## src/rtl/pooling_stream.sv

```systemverilog
// Streaming POOLxPOOL, stride-POOL pooling (signed max or floor average) over UNITS parallel channels.
// Three register stages: input capture, horizontal/row-buffer combine, final select/divide.
module pooling_stream #(
  parameter int WIDTH      = 4,
  parameter int HEIGHT     = 4,
  parameter int W_WIDTH    = 6,
  parameter int W_HEIGHT   = 5,
  parameter int FIXED_BITW = 8,
  parameter int UNITS      = 1,
  parameter int POOL       = 2,
  parameter int MODE       = 0,
  localparam int H_BITW    = $clog2(W_WIDTH),
  localparam int V_BITW    = $clog2(W_HEIGHT),
  localparam int P_BITW    = $clog2(POOL)
) (
  input  logic                          clock,
  input  logic                          n_rst,
  input  logic                          in_enable,
  input  logic [FIXED_BITW*UNITS-1:0]   in_pixels,
  input  logic [V_BITW-1:0]             in_vcnt,
  input  logic [H_BITW-1:0]             in_hcnt,
  output logic                          out_enable,
  output logic [FIXED_BITW*UNITS-1:0]   out_pixels,
  output logic [V_BITW-P_BITW-1:0]      out_vcnt,
  output logic [H_BITW-P_BITW-1:0]      out_hcnt
);
  localparam int ACC_W = (MODE == 1) ? FIXED_BITW + 2*P_BITW : FIXED_BITW;
  localparam int NCOL  = WIDTH / POOL;
  localparam int NROW  = HEIGHT / POOL;
  localparam int CI_W  = (NCOL > 1) ? $clog2(NCOL) : 1;
  localparam int CO_W  = H_BITW - P_BITW;
  localparam int RO_W  = V_BITW - P_BITW;
  localparam int RC_W  = P_BITW + 1;
  localparam logic [P_BITW-1:0] PH_LAST = P_BITW'(POOL - 1);

  function automatic logic signed [ACC_W-1:0] combine(input logic signed [ACC_W-1:0] a,
                                                      input logic signed [ACC_W-1:0] b);
    if (MODE == 1) return a + b;
    return (a > b) ? a : b;
  endfunction

  function automatic logic signed [ACC_W-1:0] widen(input logic signed [FIXED_BITW-1:0] p);
    return ACC_W'(p);
  endfunction

  function automatic logic [FIXED_BITW-1:0] scale(input logic signed [ACC_W-1:0] v);
    logic signed [ACC_W-1:0] s;
    s = (MODE == 1) ? (v >>> (2*P_BITW)) : v;
    return s[FIXED_BITW-1:0];
  endfunction

  // Stage 1: only pixels inside a complete window are taken; partial columns/lines never reach state.
  logic [CO_W-1:0] in_col;
  logic [RO_W-1:0] in_row;
  logic            in_accept;

  assign in_col    = in_hcnt[H_BITW-1:P_BITW];
  assign in_row    = in_vcnt[V_BITW-1:P_BITW];
  assign in_accept = in_enable
                  && ({1'b0, in_col} < (CO_W+1)'(NCOL))
                  && ({1'b0, in_row} < (RO_W+1)'(NROW));

  logic                        s1_valid_q;
  logic [FIXED_BITW*UNITS-1:0] s1_pix_q;
  logic [P_BITW-1:0]           s1_hp_q;
  logic [P_BITW-1:0]           s1_vp_q;
  logic [CI_W-1:0]             s1_col_q;
  logic [RO_W-1:0]             s1_row_q;

  always_ff @(posedge clock or negedge n_rst) begin
    if (!n_rst) begin
      s1_valid_q <= 1'b0;
      s1_pix_q   <= '0;
      s1_hp_q    <= '0;
      s1_vp_q    <= '0;
      s1_col_q   <= '0;
      s1_row_q   <= '0;
    end else begin
      s1_valid_q <= in_accept;
      if (in_accept) begin
        s1_pix_q <= in_pixels;
        s1_hp_q  <= in_hcnt[P_BITW-1:0];
        s1_vp_q  <= in_vcnt[P_BITW-1:0];
        s1_col_q <= CI_W'(in_col);
        s1_row_q <= in_row;
      end
    end
  end

  // Stage 2: horizontal accumulator plus per-column row-partial buffer and row counters.
  logic [UNITS*ACC_W-1:0] acc_q, acc_d;
  logic                   hflag_q, hflag_d;
  logic [UNITS*ACC_W-1:0] rbuf_q [NCOL];
  logic [RC_W-1:0]        rows_q [NCOL];
  logic [UNITS*ACC_W-1:0] pix_w, hres, vres, row_rd, buf_d;
  logic [RC_W-1:0]        rows_cur, rows_d;
  logic                   rows_wr, buf_wr;
  logic                   s2_valid_q, s2_valid_d;
  logic [UNITS*ACC_W-1:0] s2_data_q;
  logic [CI_W-1:0]        s2_col_q;
  logic [RO_W-1:0]        s2_row_q;

  always_comb begin
    pix_w      = '0;
    hres       = '0;
    vres       = '0;
    row_rd     = rbuf_q[s1_col_q];
    rows_cur   = rows_q[s1_col_q];
    acc_d      = acc_q;
    hflag_d    = hflag_q;
    rows_wr    = 1'b0;
    rows_d     = '0;
    buf_wr     = 1'b0;
    buf_d      = '0;
    s2_valid_d = 1'b0;
    for (int unsigned u = 0; u < UNITS; u++) begin
      pix_w[u*ACC_W +: ACC_W] = widen(s1_pix_q[u*FIXED_BITW +: FIXED_BITW]);
      hres[u*ACC_W +: ACC_W]  = combine(acc_q[u*ACC_W +: ACC_W], pix_w[u*ACC_W +: ACC_W]);
      vres[u*ACC_W +: ACC_W]  = combine(row_rd[u*ACC_W +: ACC_W], hres[u*ACC_W +: ACC_W]);
    end
    if (s1_valid_q) begin
      if (s1_hp_q == '0) begin
        acc_d   = pix_w;
        hflag_d = 1'b1;
      end else begin
        acc_d = hres;
      end
      // A window row only counts if its leading pixel was seen since reset (hflag).
      if (s1_hp_q == PH_LAST && hflag_q) begin
        buf_wr  = 1'b1;
        rows_wr = 1'b1;
        if (s1_vp_q == '0) begin
          buf_d  = hres;
          rows_d = RC_W'(1);
        end else begin
          buf_d = vres;
          if (rows_cur == {1'b0, s1_vp_q}) begin
            if (s1_vp_q == PH_LAST) s2_valid_d = 1'b1;
            else                    rows_d = rows_cur + RC_W'(1);
          end
        end
      end
    end
  end

  always_ff @(posedge clock or negedge n_rst) begin
    if (!n_rst) begin
      acc_q      <= '0;
      hflag_q    <= 1'b0;
      s2_valid_q <= 1'b0;
      s2_data_q  <= '0;
      s2_col_q   <= '0;
      s2_row_q   <= '0;
      for (int unsigned c = 0; c < NCOL; c++) rows_q[c] <= '0;
    end else begin
      acc_q      <= acc_d;
      hflag_q    <= hflag_d;
      s2_valid_q <= s2_valid_d;
      if (rows_wr) rows_q[s1_col_q] <= rows_d;
      if (s2_valid_d) begin
        s2_data_q <= vres;
        s2_col_q  <= s1_col_q;
        s2_row_q  <= s1_row_q;
      end
    end
  end

  always_ff @(posedge clock) begin
    if (buf_wr) rbuf_q[s1_col_q] <= buf_d;
  end

  // Stage 3: divide/select into held output registers.
  logic [FIXED_BITW*UNITS-1:0] res_d;
  logic                        out_enable_q;
  logic [FIXED_BITW*UNITS-1:0] out_pixels_q;
  logic [RO_W-1:0]             out_vcnt_q;
  logic [CO_W-1:0]             out_hcnt_q;

  always_comb begin
    res_d = '0;
    for (int unsigned u = 0; u < UNITS; u++)
      res_d[u*FIXED_BITW +: FIXED_BITW] = scale(s2_data_q[u*ACC_W +: ACC_W]);
  end

  always_ff @(posedge clock or negedge n_rst) begin
    if (!n_rst) begin
      out_enable_q <= 1'b0;
      out_pixels_q <= '0;
      out_vcnt_q   <= '0;
      out_hcnt_q   <= '0;
    end else begin
      out_enable_q <= s2_valid_q;
      if (s2_valid_q) begin
        out_pixels_q <= res_d;
        out_vcnt_q   <= s2_row_q;
        out_hcnt_q   <= CO_W'(s2_col_q);
      end
    end
  end

  assign out_enable = out_enable_q;
  assign out_pixels = out_pixels_q;
  assign out_vcnt   = out_vcnt_q;
  assign out_hcnt   = out_hcnt_q;

endmodule

```

## config.mk

```make
export PLATFORM = sky130hd
export DESIGN_NAME = pooling_stream
export DESIGN_NICKNAME = d
export VERILOG_FILES = /design/src/rtl/pooling_stream.sv
export SDC_FILE = /design/constraint.sdc
export NUM_CORES = 1
export LEC_CHECK = 0
export CELL_PAD_IN_SITES_DETAIL_PLACEMENT = 0
export CELL_PAD_IN_SITES_GLOBAL_PLACEMENT = 1
export CORE_MARGIN = 5
export CORE_UTILIZATION = 41
export CTS_CLUSTER_SIZE = 10
export DETAILED_ROUTE_END_ITERATION = 10
export MAX_ROUTING_LAYER = met4
export PLACE_DENSITY = 0.76
export SYNTH_ARGS = -nofsm -noshare
export SYNTH_HDL_FRONTEND = slang
export SYNTH_SLANG_ARGS = --single-unit
```

## constraint.sdc

```tcl
create_clock -name clock -period 3.6 [get_ports clock]
set_clock_uncertainty 0.05 [all_clocks]
set_input_delay 0.9 -clock clock [delete_from_list [all_inputs] [get_ports clock]]
set_output_delay 0.9 -clock clock [all_outputs]
set_load 0.05 [all_outputs]
```

After elaboration in Yosys (flattened, before gate mapping)
Memory sizes are Yosys's and may differ from the RTL's.
Index checks and enable logic that the tools add are counted.
{"block": "word_totals", "reg_bits": 51, "latch_bits": 0, "ramBits": 16, "rom_bits": 0, "inputBits": 17, "out_inout_bits": 13, "wordCells": 56, "n_memories": 1}
{"memory": "rbuf_q", "depth": 2, "width": 8, "rd": 1, "rd_clocked_by_memory_dff": 0, "write_ports": 1, "line": "93", "text": "logic [UNITS*ACC_W-1:0] rbuf_q [NCOL];"}
{"block": "op_classes", "add_sub_neg": 0, "n_mul": 0, "div": 0, "n_lt_le_gt_ge": 6, "n_eq_ne": 1, "shift": 0, "mux": 23, "bitwise_logic": 2, "n_reduce_logical": 5}
{"cell": "$mux 8", "count": 6}
{"cell": "$gt 8x8->1", "count": 2}
{"cell": "$mux 1", "count": 11}
{"cell": "$mux 2", "count": 4}
{"cell": "$bwmux 4", "count": 1}
{"cell": "$logic_and 1x1->1", "count": 4}
{"cell": "$lt 2x2->1 const B", "count": 2}
{"cell": "$demux 2 s1", "count": 1}
{"cell": "$eq 2x1->1", "count": 1}
{"cell": "$ge 2x2->1 const B", "count": 1}
{"cell": "$lt 2x1->1 const B", "count": 1}
{"cell": "$not 1->2", "count": 1}
{"cell": "$reduce_and 2->1", "count": 1}
{"cell": "$not 1->1", "count": 1}

Depth between registers and ports, before layout
Gate-level depths: netlist of the first run.
{"block": "logic_depth", "depth_word": 9, "ltp_mapped": 16, "mapped_depth_nobuf": 15}

Least setup slack after synthesis of the first run
OpenSTA, ideal clock, no wires.
{"block": "synth_path", "kind": "register -> register", "from": "register acc_q[5]", "to": "memory rbuf_q[0][0] (netlist name) (data pin)", "setup_ns": 0.278, "t_arrival_ns": 3.532, "t_required_ns": 3.272, "setup_slack_ns": -0.260, "stages_incl_launch_ff": 14, "path_buffers": 2, "period_less_slack_ns": 3.860, "cell_sequence": "dfrtp_1 -> ha_1 -> a21oi_1 -> o21ai_0 -> a311oi_1 -> mux2_2 -> buf_6 -> mux2i_1 -> ha_1 -> or4b_2 -> a21oi_1 -> a211o_1 -> clkbuf_1 -> a21boi_0"}
{"block": "synth_between", "elab_chain_len": 7}
{"item": "from (decl)", "line": "91", "text": "logic [UNITS*ACC_W-1:0] acc_q, acc_d;"}
{"item": "from (signal assigned)", "line": "148", "text": "acc_q <= '0;"}
{"item": "from (signal assigned)", "line": "156", "text": "acc_q <= acc_d;"}
{"item": "$gt 8x8->1", "line": "39", "text": "return (a > b) ? a : b;"}
{"item": "$mux 8 (*)", "line": "39"}
{"item": "$gt 8x8->1", "line": "39"}
{"item": "$mux 8", "line": "39"}
{"item": "$mux 8 (*)", "line": "132", "text": "if (s1_vp_q == '0) begin"}
{"item": "$mux 8 (*)", "line": "129", "text": "if (s1_hp_q == PH_LAST && hflag_q) begin"}
{"item": "$mux 8 (*)", "line": "121", "text": "if (s1_valid_q) begin"}
{"item": "named net buf_d[0]", "line": "95", "text": "logic [UNITS*ACC_W-1:0] pix_w, hres, vres, row_rd, buf_d;"}
{"item": "to (decl)", "line": "93"}
Mark *: on every way through the listed nets, which the timed path passes. The rest lies on a longest branch.

Worst setup path in the final report of the first run
{"block": "layout_path", "from": "register acc_q[4]", "to": "register s2_data_q[1], in the netlist res_d[1]"}
{"block": "layout_between", "elab_chain_len": 4}
{"item": "$gt 8x8->1", "line": "39"}
{"item": "$mux 8 (*)", "line": "39"}
{"item": "$gt 8x8->1", "line": "39"}
{"item": "$mux 8 (*)", "line": "39"}
{"item": "to (signal assigned)", "line": "161", "text": "s2_data_q <= vres;"}
{"item": "to (decl)", "line": "99", "text": "logic [UNITS*ACC_W-1:0] s2_data_q;"}
Every way passes the cells marked *; elsewhere a longest branch is shown, timed or not.
A chain may end at the register's enable or synchronous reset.

==> out/qor.yml, run 1 <==
power:
  swShare_pct: 36.7
  combPwrFrac_pct: 54.0
  intPower_mw: 2.30
  ir_worst_vdd_v: 0.000420
  p_leak_nw: 1.91
  powerDensity_nw_per_um2: 830
  sequentialPowerShare_pct: 26.6
  clkPwrFrac_pct: 19.3
  p_sw_mw: 1.34
floorplanning:
  core_area_um2: 7290
  die_area_um2: 9380
  ioPinCount: 30
  rows: 31
  die_w_um: 96.8
  die_h_um: 96.8
  initial_core_util_pct: 42.4
cells_and_area:
  layout_common_cells: "dfrtp_1 (49), buf_4 (48), clkdlybuf4s50_1 (27), mux2_2 (26), nand2_1 (18)"
  n_antenna_cell: 0
  layout_commonest_cell: "dfrtp_1"
  fin_cells: 444
  fin_util_pct: 60.1
  final_area_um2: 4380
  drive_gt1_share_pct: 41.7
  synthToLayoutAreaGrowth_pct: 41.8
  final_nets: 373
job:
  drv_cap: 0
clock_network:
  cts_buffers: 9
  clock-sinks: 65
  htreeDepth: 3
  insertion_delay_ns: 0.34
  root_buffer: "clkbuf_8"
  path_clk_slew_ns: 0.08
  cts_tree: "yes"
  cts_buffer_depth: 2
  cts_hold_buf: 0
grt:
  grt_use_met2_pct: 23.5
  grt_antenna_before_repair: 0
  grt_max_degree: 50
  grt_pass1_vias: 2250
  grt_overflow: 0
  grt_use_total_pct: 14.7
  met1_usage_pct: 18.0
  grt_pass1_wl_mm: 10.9
  top_usage_layer: "met2"
  use_met3_pct: 3.67
sta:
  post-route-period-util_pct: 103
  finalMaxSlewViolations: 0
  rsz0062_at_grt: "true"
  fmax_mhz: 271
  final.setup.tns_ns: -0.638
  fin_ws_ns: -0.0965
  layout_min_cycle_time_ns: 3.70
  finalSetupViolations: 19
  hold_viol: 0
  slew_headroom_pct: 27.0
  worst_pin_slew_ns: 1.09
worst_setup_path:
  endpoint: "res_d[1]"
  r2r-end: "res_d[1]"
  crit_path_start_kind: "register"
  reg2regPathDepth: 14
  rrSetupSlack_ns: -0.1
  r2r_start: "acc_q[4]"
  cp.required_ns: 3.78
  worst-path-max-fanout: 6
  worstSetupPathType: "register to register"
  crit_start: "acc_q[4]"
  end_kind: "register"
  cp_data_arrival_time_ns: 3.87
detailed_routing:
  dr.pass1.iters: 4
  via_per_inst: 4.99
  wl_mm: 6.71
  drt_iter0_drc: 113
  drt-wirelength-per-cell_um: 15.1
  vias: 2216
  drc: 0
  ant_nets: 0
place:
  place_worst_setup_slack_ns: -0.281
  gp_congestion: 0.748
  portBuffers: 28
  dp_hpwl_mm: 4.57
  post_dp_cell_area_um2: 3740
  placedCellCount: 416
synth:
  synth-main-ff-cell: "dfrtp_1"
  yosys_warnings: 0
  synth_area_leaders: "dfrtp_1 (40%), edfxtp_1 (16%), mux2_2 (11%), ha_1 (6.5%), mux2i_1 (4.2%)"
  ys_seq_area_share_pct: 55.2
  ys_seq_elements: 65
  synth_edf_count: 16
  synthCells: 262
  avgSynthCellArea_um2: 11.8
  synth_top_area_share_pct: 39.7
  syn_nets: 295
  async_flop_share_pct: 75.4
  ys_types: 36
  synthesis.area_um2: 3090
  yosysTopAreaCell: "dfrtp_1"
outcome:
  status: "finished with violations"
  violations: "setup timing"
min_path:
  hold_class: "register to register"
[worst min-delay path by stage]
stage                     start  slack, ns           to  cells past startpoint
floorplan            s2_valid_q       0.33   out_enable                      0
CTS                 s1_row_q[0]       0.43  s2_row_q[0]                      2
finish              s1_row_q[0]       0.42  s2_row_q[0]                      2
global route        s2_row_q[0]       0.45  s2_row_q[0]                      2
global placement    s1_row_q[0]       0.40  s2_row_q[0]                      2
detailed placement  s1_row_q[0]       0.41  s2_row_q[0]                      2
[cells in the mapped netlist, drive strengths merged, types with 2 or more instances]
| master | count |
|---|---|
| ha | 16 |
| mux2i | 13 |
| edfxtp | 16 |
| clkbuf | 8 |
| mux2 | 29 |
| nand3 | 4 |
| nor2b | 2 |
| a22oi | 6 |
| nor2 | 10 |
| nand2 | 22 |
| a21boi | 2 |
| dfrtp | 49 |
| buf | 3 |
| and3 | 3 |
| a21oi | 15 |
| a21o | 2 |
| a221o | 2 |
| a31oi | 2 |
| inv | 22 |
| o21ai | 18 |
| o31ai | 6 |
[worst max-delay path, cell delays in order, from the launching register on]
cell	delay [ns]
dfrtp_1	0.39
ha_1	0.33
nand2_4	0.12
o21ai_2	0.07
a311oi_2	0.34
buf_4	0.18
mux2_4	0.35
mux2i_2	0.17
ha_1	0.29
or4b_4	0.47
a21oi_4	0.19
a21oi_4	0.10
buf_6	0.13
and3_4	0.15
a221o_1	0.25
[power by group through the flow]
stage	Sequential (mW)	Combinational, mW	Clock [mW]
final	0.969	1.97	0.704
after global routing	0.984	2.13	0.758
after CTS	0.965	1.60	0.720
after detailed placement	0.968	1.33	0
after global placement	0.959	1.30	0
after floorplan	0.949	0.775	0
[sequential cells by signal (all words and copies together) (netlist names), 2 cells and up]
register	cells
rbuf_q	16
rows_q	2
out_vcnt	2
acc_q	8
out_pixels	8
s1_row_q	2
s2_row_q	2
pix_w	8
res_d	8
[cells by family (layout without fill, tap and decap cells)]
group	count (synthesis)	count (layout)	share of synthesized area, %
multiplexers	42	42	14.8
flip-flops	65	65	55.2
AND/OR/NAND/NOR	47	47	7.00
adder cells (fa/ha/maj)	16	16	6.48
AO/OA/AOI/OAI	58	59	12.1
other	1	1	0.121
buffers and inverters	33	115	4.37
[timing repair]
item | CTS | global route
setup endpoints to repair | 24 | 24
setup buffers | 5 | 5
pin swaps | 11 | 16
cloned | 1 | 1
resized for setup | 34 | 35
[per-stage QoR]
| step | power, mW | hold WS, ns |
|---|---|---|
| 2_1_floorplan | 1.72 | 0.330 |
| 3_3_place_gp | 2.26 | 0.404 |
| 3_5_place_dp | 2.29 | 0.409 |
| 4_1_cts | 3.29 | 0.429 |
| 5_1_grt | 3.87 | 0.453 |
| 6_report | 3.64 | 0.424 |
[final cells by class]
cell class                      count  area [um2]
Timing Repair Buffer               77         647
Inverter                           22        85.1
Clock buffer                        9         124
Sequential cell                    65        1710
Clock inverter                      7         103
Tap cell                           99         124
Multi-Input combinational cell    165        1600
Fill cell                         609        2910
[routing by layer]
| layer | wire length [um] | vias up |
|---|---|---|
| met4 | 91 | 0 |
| met3 | 269 | 12 |
| met2 | 3340 | 45 |
| met1 | 3010 | 1062 |
| met5 | 0 | - |
| li1 | - | 1097 |
(Power assumes the default switching activity.)
==> inputs of run 2 (changes only) <==
- CAP_MARGIN: not set -> 20
- SLEW_MARGIN: not set -> 0
==> out/qor.yml, run 2 (synthesis gave the netlist of run 1 again) <==
place:
  dp_hpwl_mm: 4.57  # unchanged
  post_dp_cell_area_um2: 3740  # unchanged
  portBuffers: 28  # unchanged
  place_worst_setup_slack_ns: -0.281  # unchanged
  gp_congestion: 0.748  # unchanged
worst_setup_path:
  worst-path-max-fanout: 6  # unchanged
  worstSetupPathType: "register to register"  # unchanged
  cp_data_arrival_time_ns: 3.88  # was 3.87 ns
  end_kind: "register"  # unchanged
  cp.required_ns: 3.78  # about the same
  crit_slowest_cell: "or4b_4"  # unchanged
  crit_buf_inv: 2  # unchanged
  rrSetupSlack_ns: -0.10  # was -0.1 ns
  reg2regPathDepth: 14  # unchanged
  r2r-end: "res_d[1]"  # unchanged
  endpoint: "res_d[1]"  # unchanged
  critical-path-top-delay-family: "compound AO/OA/AOI/OAI gates"  # unchanged
  crit_path_start_kind: "register"  # unchanged
  r2r_start: "acc_q[4]"  # unchanged
  worstPathCellList: "ha_1 > nand2_4 > o21ai_2 > a311oi_2 > buf_4 > mux2_4 > mux2i_2 > ha_1 > or4b_4 > a21oi_4 > a21oi_4 > buf_6 > and3_4 > a221o_1"  # unchanged
  cp.depth: 14  # unchanged
  crit_start: "acc_q[4]"  # unchanged
  slowest_delay_ns: 0.47  # about the same
detailed_routing:
  drt-wirelength-per-cell_um: 15.1  # about the same
  ant_nets: 0  # unchanged
  drc: 0  # unchanged
  drt_iter0_drc: 102  # was 113
  vias: 2235  # was 2216
  wl_mm: 6.74  # was 6.71 mm
  dr.pass1.iters: 4  # unchanged
  via_per_inst: 5.02  # was 4.99
outcome:
  violations: "setup timing"  # unchanged
  status: "finished with violations"  # unchanged
cells_and_area:
  n_antenna_cell: 0  # unchanged
  layout_common_cells: "dfrtp_1 (49), buf_4 (48), clkdlybuf4s50_1 (27), mux2_2 (26), nand2_1 (18)"  # unchanged
  largest_reg_flops: 16  # unchanged
  synthToLayoutAreaGrowth_pct: 42.5  # was 41.8%
  layout_commonest_cell: "dfrtp_1"  # unchanged
  final_nets: 374  # was 373
  regMostFlops: "rbuf_q"  # unchanged
  final_area_um2: 4400  # was 4380 um2
  drive_gt1_share_pct: 41.9  # was 41.7%
sta:
  fin_ws_ns: -0.104  # was -0.0965 ns
  layout_min_cycle_time_ns: 3.70  # about the same
  hold_viol: 0  # unchanged
  slew_headroom_pct: 48.4  # was 27.0%
  rsz0062_at_grt: "true"  # unchanged
  finalMaxSlewViolations: 0  # unchanged
  fmax_mhz: 270  # was 271 MHz
  post-route-period-util_pct: 103  # about the same
  finalSetupViolations: 19  # unchanged
  worst_pin_slew_ns: 0.771  # was 1.09 ns
clock_network:
  cts_buffers: 9  # unchanged
  root_buffer: "clkbuf_8"  # unchanged
  clock-sinks: 65  # unchanged
  insertion_delay_ns: 0.34  # about the same
  htreeDepth: 3  # unchanged
  cts_buffer_depth: 2  # unchanged
  path_clk_slew_ns: 0.08  # about the same
  cts_tree: "yes"  # unchanged
  cts_hold_buf: 0  # unchanged
power:
  powerDensity_nw_per_um2: 826  # was 830 nW/um2
  ir_worst_vdd_v: 0.000420  # about the same
  p_leak_nw: 1.92  # was 1.91 nW
floorplanning:
  initial_core_util_pct: 42.4  # unchanged
  die_h_um: 96.8  # unchanged
  die_w_um: 96.8  # unchanged
  rows: 31  # unchanged
  core_area_um2: 7290  # unchanged
  ioPinCount: 30  # unchanged
  die_area_um2: 9380  # unchanged
min_path:
  hold_depth: 2  # unchanged
  hold_class: "register to register"  # unchanged
  worstHoldStart: "s1_row_q[0]"  # unchanged
grt:
  grt_max_degree: 50  # unchanged
  grt_pass1_vias: 2250  # unchanged
  grt_antenna_before_repair: 0  # unchanged
  grt_pass1_wl_mm: 10.9  # unchanged
  grt_overflow: 0  # unchanged
  grt_use_total_pct: 14.7  # unchanged
job:
  drv_cap: 0  # unchanged
[run 2: cell count changes in the layout (fill, tap and decap cells not counted), sizes merged]
cell / before / now
buf: 50 / 51
[run 2: how the worst min path moves through the flow]
stage,endpoint,slack (ns)
final,s2_row_q[0],0.42
after floorplan,out_enable,0.33
after CTS,s2_row_q[0],0.43
after global placement,s2_row_q[0],0.40
after detailed placement,s2_row_q[0],0.41
after global routing,s2_row_q[0],0.45
[run 2: final cells by class]
| type | instances | area, um2 |
|---|---|---|
| inverter | 22 | 85.1 |
| fill | 607 | 2890 |
| tap | 99 | 124 |
| multi-input combinational | 165 | 1600 |
| clock buffer | 9 | 124 |
| sequential | 65 | 1710 |
| clock inverter | 7 | 103 |
| timing repair buffer | 78 | 667 |
[run 2: what timing repair did]
item / in CTS / in global routing
pin swaps: 11 / 16
setup buffers: 5 / 5
endpoints found under the setup margin: 24 / 24
gates resized for setup: 34 / 35
gates cloned: 1 / 1
endpoints found under the hold margin: 0 / 0
[run 2: per-stage QoR]
step           power, mW  cells  hold slack, ns  util [%]  setup TNS, ns
6_report            3.64    445           0.425      60.4         -0.832
2_1_floorplan       1.72    262           0.330         -              0
5_1_grt             3.87    445           0.453      60.4          -3.83
3_3_place_gp        2.26    416           0.404      51.2          -2.98
3_5_place_dp        2.29    416           0.409      51.2          -6.05
4_1_cts             3.29    438           0.429      57.2         -0.727
[run 2: power by group]
group | switching [mW] | internal, mW | leakage [nW] | total [mW]
clock | 0.308 | 0.396 | 0.110 | 0.704
sequential | 0.0995 | 0.869 | 0.784 | 0.969
combinational | 0.928 | 1.04 | 1.03 | 1.97
[run 2: metal layers]
layer	up-vias	track usage, %	part of all wire (%)
met5	-	-	0
met3	9	3.67	3.9
met2	41	23.5	50
li1	1096	-	-
met1	1089	18.0	45
met4	0	5.83	1.3
[run 2: worst reg2reg max path, stage by stage, from the launching register on]
cell	delay [ns]
dfrtp_1	0.39
ha_1	0.33
nand2_4	0.12
o21ai_2	0.08
a311oi_2	0.35
buf_4	0.18
mux2_4	0.35
mux2i_2	0.17
ha_1	0.29
or4b_4	0.47
a21oi_4	0.19
a21oi_4	0.10
buf_6	0.13
and3_4	0.15
a221o_1	0.25
==> inputs of run 3 (changes only) <==
- MAX_ROUTING_LAYER: met4 -> not set
==> out/qor.yml, run 3 (synthesis gave the netlist of run 1 again) <==
outcome:
  status: "finished with violations"  # unchanged
  violations: "setup timing"  # unchanged
grt:
  grt_pass1_vias: 2242  # was 2250
  grt_antenna_before_repair: 0  # unchanged
  grt_pass1_wl_mm: 10.9  # about the same
  grt_overflow: 0  # unchanged
  grt_max_degree: 50  # unchanged
  grt_use_total_pct: 14.4  # was 14.7%
worst_setup_path:
  worstSetupPathType: "register to register"  # unchanged
  end_kind: "register"  # unchanged
  crit_path_start_kind: "register"  # unchanged
  crit_slowest_cell: "or4b_4"  # unchanged
  cp_data_arrival_time_ns: 3.89  # was 3.88 ns
  cp.required_ns: 3.78  # about the same
  cp_common_cell: "a21oi_4"
  slowest_delay_ns: 0.47  # about the same
  reg2regPathDepth: 14  # unchanged
  worst-path-max-fanout: 6  # unchanged
  worstPathCellList: "ha_4 > a21oi_4 > o21ai_2 > a311oi_2 > buf_4 > mux2_4 > mux2i_2 > ha_1 > or4b_4 > a21oi_4 > a21oi_4 > buf_6 > and3_4 > a221o_1"  # was ha_1 > nand2_4 > o21ai_2 > a311oi_2 > buf_4 > mux2_4 > mux2i_2 > ha_1 > or4b_4 > a21oi_4 > a21oi_4 > buf_6 > and3_4 > a221o_1
power:
  p_sw_mw: 1.34  # about the same
  p_total_mw: 3.64  # about the same
  clkPwrFrac_pct: 19.4  # was 19.3%
  p_leak_nw: 1.92  # about the same
  intPower_mw: 2.31  # was 2.30 mW
  powerDensity_nw_per_um2: 826  # about the same
  ir_worst_vdd_v: 0.000420  # about the same
  sequentialPowerShare_pct: 26.6  # about the same
  swShare_pct: 36.7  # about the same
  combPwrFrac_pct: 54.0  # about the same
floorplanning:
  die_h_um: 96.8  # unchanged
  die_area_um2: 9380  # unchanged
  rows: 31  # unchanged
  die_w_um: 96.8  # unchanged
  initial_core_util_pct: 42.4  # unchanged
  ioPinCount: 30  # unchanged
  core_area_um2: 7290  # unchanged
detailed_routing:
  via_per_inst: 5.01  # was 5.02
  drt-wirelength-per-cell_um: 15.1  # about the same
  dr.pass1.iters: 4  # unchanged
  wl_mm: 6.72  # was 6.74 mm
  drt_iter0_drc: 91  # was 102
  ant_nets: 0  # unchanged
  drc: 0  # unchanged
  vias: 2229  # was 2235
clock_network:
  htreeDepth: 3  # unchanged
  cts_hold_buf: 0  # unchanged
  root_buffer: "clkbuf_8"  # unchanged
  cts_buffer_depth: 2  # unchanged
  clock-sinks: 65  # unchanged
  path_clk_slew_ns: 0.08  # about the same
  insertion_delay_ns: 0.34  # about the same
  cts_buffers: 9  # unchanged
  cts_tree: "yes"  # unchanged
sta:
  fin_ws_ns: -0.108  # was -0.104 ns
  layout_min_cycle_time_ns: 3.71  # was 3.70 ns
  hold_viol: 0  # unchanged
  rsz0062_at_grt: "true"  # unchanged
  finalMaxSlewViolations: 0  # unchanged
  post-route-period-util_pct: 103  # about the same
  slew_headroom_pct: 48.8  # was 48.4%
  fmax_mhz: 270  # about the same
  worst_pin_slew_ns: 0.765  # was 0.771 ns
  finalSetupViolations: 19  # unchanged
cells_and_area:
  final_nets: 374  # unchanged
  fill_cells: 606  # was 607
  fin_cells: 445  # unchanged
  n_antenna_cell: 0  # unchanged
  register_area_um2: 1710  # unchanged
  drive_gt1_share_pct: 42.2  # was 41.9%
  layout_common_cells: "dfrtp_1 (49), buf_4 (48), clkdlybuf4s50_1 (27), mux2_2 (26), nand2_1 (18)"  # unchanged
  layout_commonest_cell: "dfrtp_1"  # unchanged
  fin_util_pct: 60.4  # about the same
  largest_reg_flops: 16  # unchanged
  multi_input_area_um2: 1600  # about the same
  synthToLayoutAreaGrowth_pct: 42.5  # about the same
  regMostFlops: "rbuf_q"  # unchanged
min_path:
  hold_class: "register to register"  # unchanged
  hold_depth: 2  # unchanged
place:
  portBuffers: 28  # unchanged
  dp_hpwl_mm: 4.57  # unchanged
  place_worst_setup_slack_ns: -0.281  # unchanged
  gp_congestion: 0.739  # was 0.748
  placedCellCount: 416  # unchanged
job:
  drv_cap: 0  # unchanged
## run 3: cell counts in the layout (fill, tap and decap cells not counted)
No cell type changed its count.
## run 3: stage by stage
stage	TNS [ns]	hold slack, ns	instance area [um2]
after CTS	-0.727	0.429	4170
after floorplan	0	0.330	3110
after global routing	-3.80	0.453	4410
after global placement	-2.98	0.404	3740
final	-0.910	0.427	4410
after detailed placement	-6.05	0.409	3740
## run 3: critical path, delay by kind of cell, from the launching register on
kind	cells	cell delay, ns
AOI/OAI and AO/OA	6	1.11
and+or+nand+nor	2	0.62
adders and majority gates	2	0.57
muxes	2	0.52
DFF	1	0.42
buffers and inverters	2	0.32
## run 3: area by class of cell
| type | count | area share, % |
|---|---|---|
| Sequential cell | 65 | 38.7 |
| Inverter | 22 | 1.93 |
| Clock inverter | 7 | 2.33 |
| Multi-Input combinational cell | 165 | 36.3 |
| Clock buffer | 9 | 2.81 |
| Tap cell | 99 | 2.81 |
| Timing Repair Buffer | 78 | 15.1 |
## run 3: final timing paths
kind / startpoint / endpoint / slack, ns
max: acc_q[5] / res_d[1] / -0.11
min: s1_row_q[0] / s2_row_q[0] / 0.43
max reg2reg: acc_q[5] / res_d[1] / -0.11
min reg2reg: s1_row_q[0] / s2_row_q[0] / 0.43
max in group asynchronous: n_rst / acc_q[5] / 2.47
min in group asynchronous: n_rst / out_pixels[4] / 0.49
## run 3: what timing repair did
| action | 4_1_cts | 5_1_grt |
|---|---|---|
| gates cloned | 1 | 1 |
| gates resized for setup | 34 | 36 |
| pin swaps | 11 | 16 |
| setup buffers | 5 | 5 |
| hold endpoints to repair | 0 | 0 |
| endpoints found under the setup margin | 24 | 24 |
## run 3: power by group through the flow
stage | registers [mW] | clock network (mW) | logic [mW]
final | 0.969 | 0.704 | 1.97
after global routing | 0.984 | 0.759 | 2.14
after global placement | 0.959 | 0 | 1.30
after detailed placement | 0.968 | 0 | 1.33
after floorplan | 0.949 | 0 | 0.775
after CTS | 0.965 | 0.720 | 1.60
## run 3: routing by layer
layer | global-route usage [%] | wire length [um] | part of all wire (%)
met1 | 18.1 | 3010 | 45
met2 | 23.4 | 3380 | 50
met3 | 3.96 | 276 | 4.1
met4 | 5.83 | 53 | 0.79
met5 | 0 | 0 | 0
